### src/rtl/lsu_pkg.sv
// Shared constants and helpers for the load/store unit: funct3 codes, FSM
// encoding, access-size decode and store lane formatting.
package lsu_pkg;

    // RV32I funct3 codes for loads/stores.
    localparam logic [2:0] F3_B  = 3'b000;
    localparam logic [2:0] F3_H  = 3'b001;
    localparam logic [2:0] F3_W  = 3'b010;
    localparam logic [2:0] F3_BU = 3'b100;
    localparam logic [2:0] F3_HU = 3'b101;

    // FSM state encoding.
    localparam logic [1:0] StIdle = 2'd0;
    localparam logic [1:0] StReq  = 2'd1;
    localparam logic [1:0] StDone = 2'd2;

    localparam int unsigned TimeoutCyclesDefault = 16;

    // Access size encoding.
    localparam logic [1:0] SzByte = 2'd0;
    localparam logic [1:0] SzHalf = 2'd1;
    localparam logic [1:0] SzWord = 2'd2;

    // Unsigned byte/half codes only exist for loads; every unlisted code is a word.
    function automatic logic [1:0] access_size(input logic is_load, input logic [2:0] funct3);
        logic [1:0] size;
        size = SzWord;
        if (funct3 == F3_B || (is_load && funct3 == F3_BU)) begin
            size = SzByte;
        end else if (funct3 == F3_H || (is_load && funct3 == F3_HU)) begin
            size = SzHalf;
        end
        return size;
    endfunction

    function automatic logic is_aligned(input logic [1:0] size, input logic [1:0] lo);
        logic ok;
        case (size)
            SzByte:  ok = 1'b1;
            SzHalf:  ok = ~lo[0];
            default: ok = (lo == 2'b00);
        endcase
        return ok;
    endfunction

    function automatic logic [3:0] store_strobe(input logic [1:0] size, input logic [1:0] lo);
        logic [3:0] strb;
        case (size)
            SzByte:  strb = 4'b0001 << lo;
            SzHalf:  strb = 4'b0011 << {lo[1], 1'b0};
            default: strb = 4'b1111;
        endcase
        return strb;
    endfunction

    // Replicate the store data across lanes so the strobes alone pick the bytes.
    function automatic logic [31:0] store_wdata(input logic [1:0] size, input logic [31:0] sd);
        logic [31:0] wd;
        case (size)
            SzByte:  wd = {4{sd[7:0]}};
            SzHalf:  wd = {2{sd[15:0]}};
            default: wd = sd;
        endcase
        return wd;
    endfunction

endpackage

### src/rtl/load_formatter.sv
// Combinational load result formatter: lane select plus sign/zero extension.
module load_formatter
    import lsu_pkg::*;
(
    input  logic [31:0] rdata_i,
    input  logic [1:0]  addr_lo_i,
    input  logic [2:0]  funct3_i,
    output logic [31:0] data_o
);

    logic [7:0]  byte_sel;
    logic [15:0] half_sel;

    // Pick the addressed byte and halfword lanes.
    always_comb begin
        byte_sel = rdata_i[7:0];
        case (addr_lo_i)
            2'd0:    byte_sel = rdata_i[7:0];
            2'd1:    byte_sel = rdata_i[15:8];
            2'd2:    byte_sel = rdata_i[23:16];
            default: byte_sel = rdata_i[31:24];
        endcase
        half_sel = addr_lo_i[1] ? rdata_i[31:16] : rdata_i[15:0];
    end

    // Extend according to the load type; unknown codes return the whole word.
    always_comb begin
        data_o = rdata_i;
        case (funct3_i)
            F3_B:    data_o = {{24{byte_sel[7]}}, byte_sel};
            F3_H:    data_o = {{16{half_sel[15]}}, half_sel};
            F3_BU:   data_o = {24'h0, byte_sel};
            F3_HU:   data_o = {16'h0, half_sel};
            F3_W:    data_o = rdata_i;
            default: data_o = rdata_i;
        endcase
    end

endmodule

### src/rtl/load_store_unit.sv
// MEM-stage load/store unit: turns load/store controls into a handshaked data
// memory access, stalls the pipeline while it is outstanding, and flags
// misaligned accesses and memory timeouts.
module load_store_unit
    import lsu_pkg::*;
#(
    parameter int unsigned TIMEOUT_CYCLES = TimeoutCyclesDefault
) (
    input  logic        clk,
    input  logic        reset,
    input  logic        mem_read,
    input  logic        mem_write,
    input  logic [2:0]  funct3,
    input  logic [31:0] addr,
    input  logic [31:0] store_data,
    output logic [31:0] mem_data,
    output logic        stall,
    output logic        misaligned,
    output logic        bus_error,
    output logic        dmem_req,
    output logic        dmem_we,
    output logic [31:0] dmem_addr,
    output logic [3:0]  dmem_wstrb,
    output logic [31:0] dmem_wdata,
    input  logic [31:0] dmem_rdata,
    input  logic        dmem_ready
);

    logic [1:0]  state_q, state_d;
    logic [31:0] cnt_q, cnt_d;
    logic        is_load_q, is_load_d;
    logic [2:0]  f3_q, f3_d;
    logic [1:0]  lo_q, lo_d;
    logic [29:0] waddr_q, waddr_d;
    logic [3:0]  wstrb_q, wstrb_d;
    logic [31:0] wdata_q, wdata_d;
    logic [31:0] mem_data_q, mem_data_d;
    logic        err_q, err_d;

    logic        access;
    logic [1:0]  size;
    logic        aligned;
    logic        timeout_hit;
    logic [31:0] fmt_data;

    assign access  = mem_read | mem_write;
    // A load wins when both controls are set, so size decode follows mem_read.
    assign size    = access_size(mem_read, funct3);
    assign aligned = is_aligned(size, addr[1:0]);

    // cnt_q counts REQ cycles already spent, so this cycle is number cnt_q + 1.
    assign timeout_hit = (TIMEOUT_CYCLES != 0) && ((cnt_q + 32'd1) == TIMEOUT_CYCLES);

    load_formatter u_load_formatter (
        .rdata_i   (dmem_rdata),
        .addr_lo_i (lo_q),
        .funct3_i  (f3_q),
        .data_o    (fmt_data)
    );

    // Next-state logic: accept, wait for ready or timeout, then release for a cycle.
    always_comb begin
        state_d    = state_q;
        cnt_d      = cnt_q;
        is_load_d  = is_load_q;
        f3_d       = f3_q;
        lo_d       = lo_q;
        waddr_d    = waddr_q;
        wstrb_d    = wstrb_q;
        wdata_d    = wdata_q;
        mem_data_d = mem_data_q;
        err_d      = 1'b0;
        case (state_q)
            StIdle: begin
                if (access && aligned) begin
                    state_d   = StReq;
                    cnt_d     = 32'd0;
                    is_load_d = mem_read;
                    f3_d      = funct3;
                    lo_d      = addr[1:0];
                    waddr_d   = addr[31:2];
                    wstrb_d   = mem_read ? 4'b0000 : store_strobe(size, addr[1:0]);
                    wdata_d   = store_wdata(size, store_data);
                end
            end
            StReq: begin
                cnt_d = cnt_q + 32'd1;
                if (dmem_ready) begin
                    if (is_load_q) begin
                        mem_data_d = fmt_data;
                    end
                    state_d = StDone;
                end else if (timeout_hit) begin
                    if (is_load_q) begin
                        mem_data_d = 32'd0;
                    end
                    err_d   = 1'b1;
                    state_d = StDone;
                end
            end
            StDone: begin
                state_d = StIdle;
            end
            default: begin
                state_d = StIdle;
            end
        endcase
    end

    // State registers with synchronous reset.
    always_ff @(posedge clk) begin
        if (reset) begin
            state_q    <= StIdle;
            cnt_q      <= 32'd0;
            is_load_q  <= 1'b0;
            f3_q       <= 3'd0;
            lo_q       <= 2'd0;
            waddr_q    <= 30'd0;
            wstrb_q    <= 4'd0;
            wdata_q    <= 32'd0;
            mem_data_q <= 32'd0;
            err_q      <= 1'b0;
        end else begin
            state_q    <= state_d;
            cnt_q      <= cnt_d;
            is_load_q  <= is_load_d;
            f3_q       <= f3_d;
            lo_q       <= lo_d;
            waddr_q    <= waddr_d;
            wstrb_q    <= wstrb_d;
            wdata_q    <= wdata_d;
            mem_data_q <= mem_data_d;
            err_q      <= err_d;
        end
    end

    // Pipeline-facing outputs.
    always_comb begin
        stall      = access & aligned & (state_q != StDone);
        misaligned = (state_q == StIdle) & access & ~aligned;
        bus_error  = err_q;
        mem_data   = mem_data_q;
    end

    // Memory-facing outputs; control lines are only live while requesting.
    always_comb begin
        dmem_req   = (state_q == StReq);
        dmem_we    = dmem_req & ~is_load_q;
        dmem_wstrb = dmem_req ? wstrb_q : 4'b0000;
        dmem_addr  = {waddr_q, 2'b00};
        dmem_wdata = wdata_q;
    end

endmodule

### config.mk
export PLATFORM = sky130hd
export DESIGN_NAME = load_store_unit
export DESIGN_NICKNAME = d
export VERILOG_FILES = /design/src/rtl/lsu_pkg.sv /design/src/rtl/load_formatter.sv /design/src/rtl/load_store_unit.sv
export SDC_FILE = /design/constraint.sdc
export NUM_CORES = 1
export LEC_CHECK = 0
export ABC_AREA = 1
export CAP_MARGIN = 15
export CORE_ASPECT_RATIO = 1.25
export CORE_MARGIN = 8
export CORE_UTILIZATION = 45
export DETAILED_ROUTE_END_ITERATION = 6
export GPL_ROUTABILITY_DRIVEN = 1
export HOLD_SLACK_MARGIN = 0.03
export PLACE_DENSITY = 0.85
export SLEW_MARGIN = 10
export SYNTH_ARGS = -nofsm -noshare
export SYNTH_HDL_FRONTEND = slang
export SYNTH_SLANG_ARGS = --single-unit
### constraint.sdc
create_clock -name clk -period 4.92 [get_ports clk]
set_input_delay 0.738 -clock clk [delete_from_list [all_inputs] [get_ports clk]]
set_output_delay 0.738 -clock clk [all_outputs]
set_load 0.005 [all_outputs]
Yosys cells after proc, flatten, opt, wreduce, memory -nomap -nowiden --
Cells that the tools add are included.
Operators by class: add/subtract/negate cells 1, eq/ne operators 14, shift operators 2, mux-type cells 21, bitwise logic cells 10, reductions and logical operators 18
Operators by type and width (count):
- $mux W32 | 5
- $pmux W32 S2 | 2
- $pmux W32 S4 | 1
- $add A32 B1 Y32 const B | 1
- $eq A32 B5 Y1 const B | 1
- $pmux W8 S3 | 1
- $mux W16 | 1
- $eq A3 B3 Y1 const B | 4
- $mux W2 | 5
- $logic_not A2 Y1 | 4
- $mux W4 | 2
- $pmux W4 S2 | 1
- $eq A2 B1 Y1 const B | 3
- $eq A3 B1 Y1 const B | 2
- $logic_not A3 Y1 | 2
- $reduce_and A2 Y1 | 3
- $and A1 B1 Y1 | 5
- $ne A2 B2 Y1 const B | 2
- $not A1 Y1 | 4
- $pmux W2 S2 | 1
- $reduce_bool A2 Y1 | 2
- $shl A1 B2 Y4 const A | 1
- $shl A2 B2 Y4 const A | 1
- $logic_and A1 B1 Y1 | 3
- 8 further kinds | 9
Storage, ports and cells: register bits 139, input port bits 104, word-level logic and storage cells 76

Depth between registers and ports, before layout --
depth in word-level cells 10, depth in mapped cells 18, gate-level depth less buffers 16

Hierarchy --
Synthesis repeated with hierarchy kept, for this count alone.
Unflattened totals: cells, all modules 1092, area total of the unflattened synthesis 7289.5 µm²
Modules (own cells, without submodules):
- load_store_unit | times used 1, cells an instance 929, area an instance 6431.2 µm²
- load_formatter | times used 1, cells an instance 163, area an instance 858.3 µm²

Worst setup path before layout --
OpenSTA, ideal clock, no wires.
kind input to register, from in funct3[0], to reg wdata_q[20], in the netlist dmem_wdata[20], setup time 0.126 ns, arrival 2.300 ns, required time 4.794 ns, path slack 2.495 ns, stages 10, buffers on the path 3, cells stage by stage buf_2 -> nand3b_1 -> nand2_1 -> inv_2 -> a22oi_1 -> nand3_1 -> inv_2 -> buf_2 -> buf_2 -> a31oi_1
Between the ends: cells in the longest elaborated chain, start to end 9
RTL lines:
- from (decl) | RTL line load_store_unit.sv:13 | input logic [2:0] funct3,
- $eq A3 B3 Y1 | RTL line lsu_pkg.sv:30 | end else if (funct3 == F3_H || (is_load && funct3 == F3_HU)) begin
- $logic_and A1 B1 Y1 | RTL line lsu_pkg.sv:30
- $logic_or A1 B1 Y1 | RTL line lsu_pkg.sv:30
- $mux W2 | RTL line lsu_pkg.sv:30
- $mux W2 (*) | RTL line lsu_pkg.sv:28 | if (funct3 == F3_B || (is_load && funct3 == F3_BU)) begin
- $eq A2 B1 Y1 / $logic_not A2 Y1 (equally long branches) | RTL line lsu_pkg.sv:38, lsu_pkg.sv:59
- $pmux W1 S2 | RTL line lsu_pkg.sv:38 | case (size)
- $logic_and A1 B1 Y1 | RTL line load_store_unit.sv:75 | if (access && aligned) begin
- $reduce_and A2 Y1 (no line)
- to (signal assigned) | RTL line load_store_unit.sv:131 | wdata_q <= wdata_d;
- to (decl) | RTL line load_store_unit.sv:36 | logic [31:0] wdata_q, wdata_d;
Every way passes the cells marked *; elsewhere a longest branch is shown, timed or not. A chain may end at the register's enable or synchronous reset.

Worst setup path in the final report --
from in mem_read, to out stall
Between the ends: cells in the longest elaborated chain, start to end 8
RTL lines:
- from (decl) | RTL line load_store_unit.sv:11 | input logic mem_read,
- $logic_and A1 B1 Y1 | RTL line lsu_pkg.sv:30
- $logic_or A1 B1 Y1 | RTL line lsu_pkg.sv:30
- $mux W2 | RTL line lsu_pkg.sv:30
- $mux W2 | RTL line lsu_pkg.sv:28
- $eq A2 B1 Y1 / $logic_not A2 Y1 (equally long branches) | RTL line lsu_pkg.sv:38
- $pmux W1 S2 | RTL line lsu_pkg.sv:38
- $and A1 B1 Y1 (*) (2 in a row) | RTL line load_store_unit.sv:139 | stall = access & aligned & (state_q != StDone);
- to (decl) | RTL line load_store_unit.sv:17 | output logic stall,
Marked as above.

==> metrics <==
share of layout cells above drive strength 1 4.814%; synthesized flop and latch total 139; gr ovfl total 0; Pwr Total 3.149 mW; core area 15,510 um^2; row cnt 51; DRC errors left 0; Net count, final between 1k and 1.5k; area grow syn2layout 38.73%; Leak Pwr 3.746 nW; CTS tree yes; die footprint between 20,000 and 25,000 um^2; WL/cell 15.38 um; Main synth FF type dfxtp_1; CTS sink cnt 139; proportion of synthesized area in mux cells 0%; PortBufs 206; PwrDens 320.2 nW/um^2; detailed placement HPWL roughly 17,000 um; Synth top area share 39.26%; largest net degree at the start of global routing between 60 and 70; Critical Path AT roughly 3.6 ns; initial core utilization 45.71%; Post-CTS Hold Fix Bufs 0; Pins Over Slew Limit 0; Max Fanout on Critical Path 25; Avg Cell Area, Syn 6.415 um^2; Root Buffer clkbuf_16; clk buf depth 2; post-layout min period 4.333 ns; Required @ worst endpoint 4.18 ns; max_cap viols 0; Post-synth EDFFs 0; ANT nets after route 0; die height 156.3 um; worst slew pin tran 0.9954 ns; status finished, final reports clean; Vias/cell approximately 5.2; RSZ-0062 raised after global routing no; Reg clk slew, reported paths 0.06 ns; fin crit share between 80% and 90%; setup TNS 0 ns; Synth Warn # 0; Yosys cell types 38; Final Wtd Congestion between 0.9 and 1; final setup vio count 0; Peak Freq 230.8 MHz; initial antenna violation count 1; drt total wl 23,110 um; Min Hold Slack 0.4715 ns; HP Class flip-flop to flip-flop; WS Path Type primary input to primary output; top cells by area, synth dfxtp_1, nand2_1, nor2_1, a21oi_1, o21ai_0; Rel. slew slack 33.57%; Vias between 7k and 8k; Post-Syn Area 7088 um^2; Post-Synth XOR/XNOR Area 0.7414%; Final Hold Viols 0; total track usage a little under a quarter; register area share after synthesis 39.26%; Post CTS Setup Buffer Count 0; Iter 0 DRT Violations 744; CTS H-tree depth 4; post-synthesis adder-cell area fraction less than 1%; width of the die 128.3 um; CP endpoint kind primary output; via count of the first global-routing pass ~7.5k; largest family of logic cells by synthesized area simple AND/OR/NAND/NOR gates; global-route wire length before repair 37,090 um; Clock Latency Late Sink between 0.4 and 0.5 ns; skew final between 0.007 and 0.008 ns; post-synthesis compound-gate area fraction 18.36%; cts bufs inserted 17; synthesized instance count 1,105; simple-gate share of the synthesized area approximately 33%; Synth area leader dfxtp_1; startpoint class of the critical path primary input; Max IR drop VDD 0.0003192 V; IO Pins 209; CTS resizes 0; Post-synth ARST share 0%; Pre-Repair DR Iteration Count 7
==> path summary, 6_finish.rpt <==
path               from           end  slack [ns]  cells past startpoint
min          wstrb_q[3]    wstrb_q[3]        0.47                      2
max reg2reg    cnt_q[0]  mem_data[10]        2.00                     17
min reg2reg  wstrb_q[3]    wstrb_q[3]        0.47                      2
max            mem_read         stall        0.59                     10
==> area by class of cell <==
type | count | area [um^2]
Tap cell | 212 | 265.3
Antenna cell | 2 | 5.005
Fill cell | 1359 | 5673
Sequential cell | 139 | 2783
Inverter | 65 | 244.0
Clock buffer | 23 | 488.0
Clock inverter | 9 | 135.1
Timing Repair Buffer | 217 | 2157
Multi-Input combinational cell | 835 | 3756
==> placed cells by master, fill, tap and decap left out, types with 11 or more instances in the layout <==
master	Yosys	routed
a31oi_1	11	11
nand3_1	53	52
nand2_1	291	290
clkbuf_16	0	17
nand3b_1	11	11
dfxtp_1	139	139
clkdlybuf4s50_1	0	206
o21ai_0	91	91
a21oi_1	118	118
nor2_1	203	201
inv_1	59	58
==> report_power, final <==
| part | leakage (nW) | switching, mW | internal (mW) |
|---|---|---|---|
| combinational | 2.32 | 0.300 | 0.270 |
| clock | 0.296 | 0.489 | 0.853 |
| sequential | 1.13 | 0.0430 | 1.19 |
| total | 3.75 | 0.832 | 2.32 |
==> state kept, by name (all words and copies together), names as in the netlist <==
register and flops:
lo_q 2, cnt_q 32, dmem_wdata 32, mem_data 32, bus_error 1, state_q 2, is_load_q 1, wstrb_q 4
f3_q 3, waddr_q 30
==> per-layer routing <==
layer | GRT usage, % | vias up | share of wire, %
met5 | 0 | - | 0
met4 | 9.251 | 0 | 2.8
met3 | 9.193 | 43 | 11
met2 | 38.92 | 367 | 49
met1 | 24.80 | 3518 | 37
li1 | - | 3925 | -
==> logic make-up after synthesis <==
logic type	count (synthesis)
DFF	139
adders and majority gates	2
other	1
AOI/OAI and AO/OA	247
xor gates and xnor gates	6
and+or+nand+nor	578
buffers and inverters	132
==> cells in the mapped netlist, types with 2 or more instances <==
master and instances:
buf_4 2, a31oi_1 11, nand2_1 291, o21ai_1 3, nand2_2 4, nor2_1 203
o22ai_1 9, buf_1 3, nand3b_1 11, clkinv_1 3, buf_2 15, nand4_1 3
a21oi_1 118, inv_2 3, o211ai_1 10, inv_1 59, nor2_4 5, buf_6 5
xor2_1 4, xnor2_1 2, dfxtp_1 139, clkbuf_1 41, o21ai_0 91, nor2_2 3
nand3_1 53, ha_1 2
==> critical path, cell delays in order <==
cell and delay (ns):
clkdlybuf4s50_1 0.53, inv_1 0.06, nand2_1 0.07, nand3_1 0.30, nand2_1 0.47, inv_2 0.29
a22oi_1 0.34, nand2_1 0.08, a21oi_1 0.17, clkdlybuf4s50_1 0.53
==> metrics by stage <==
| step | cells | instance area (um^2) | setup slack (ns) | util [%] |
|---|---|---|---|---|
| after detailed placement | 1467 | 9185 | 0.6980 | 59.24 |
| after global routing | 1501 | 9831 | 0.3747 | 63.40 |
| after floorplan | 1106 | 7092 | 2.495 | - |
| final | 1502 | 9833 | 0.5874 | 63.41 |
| after global placement | 1467 | 9185 | 0.7872 | 59.24 |
| after CTS | 1499 | 9808 | 0.6218 | 63.25 |
(Power assumes the default switching activity.)
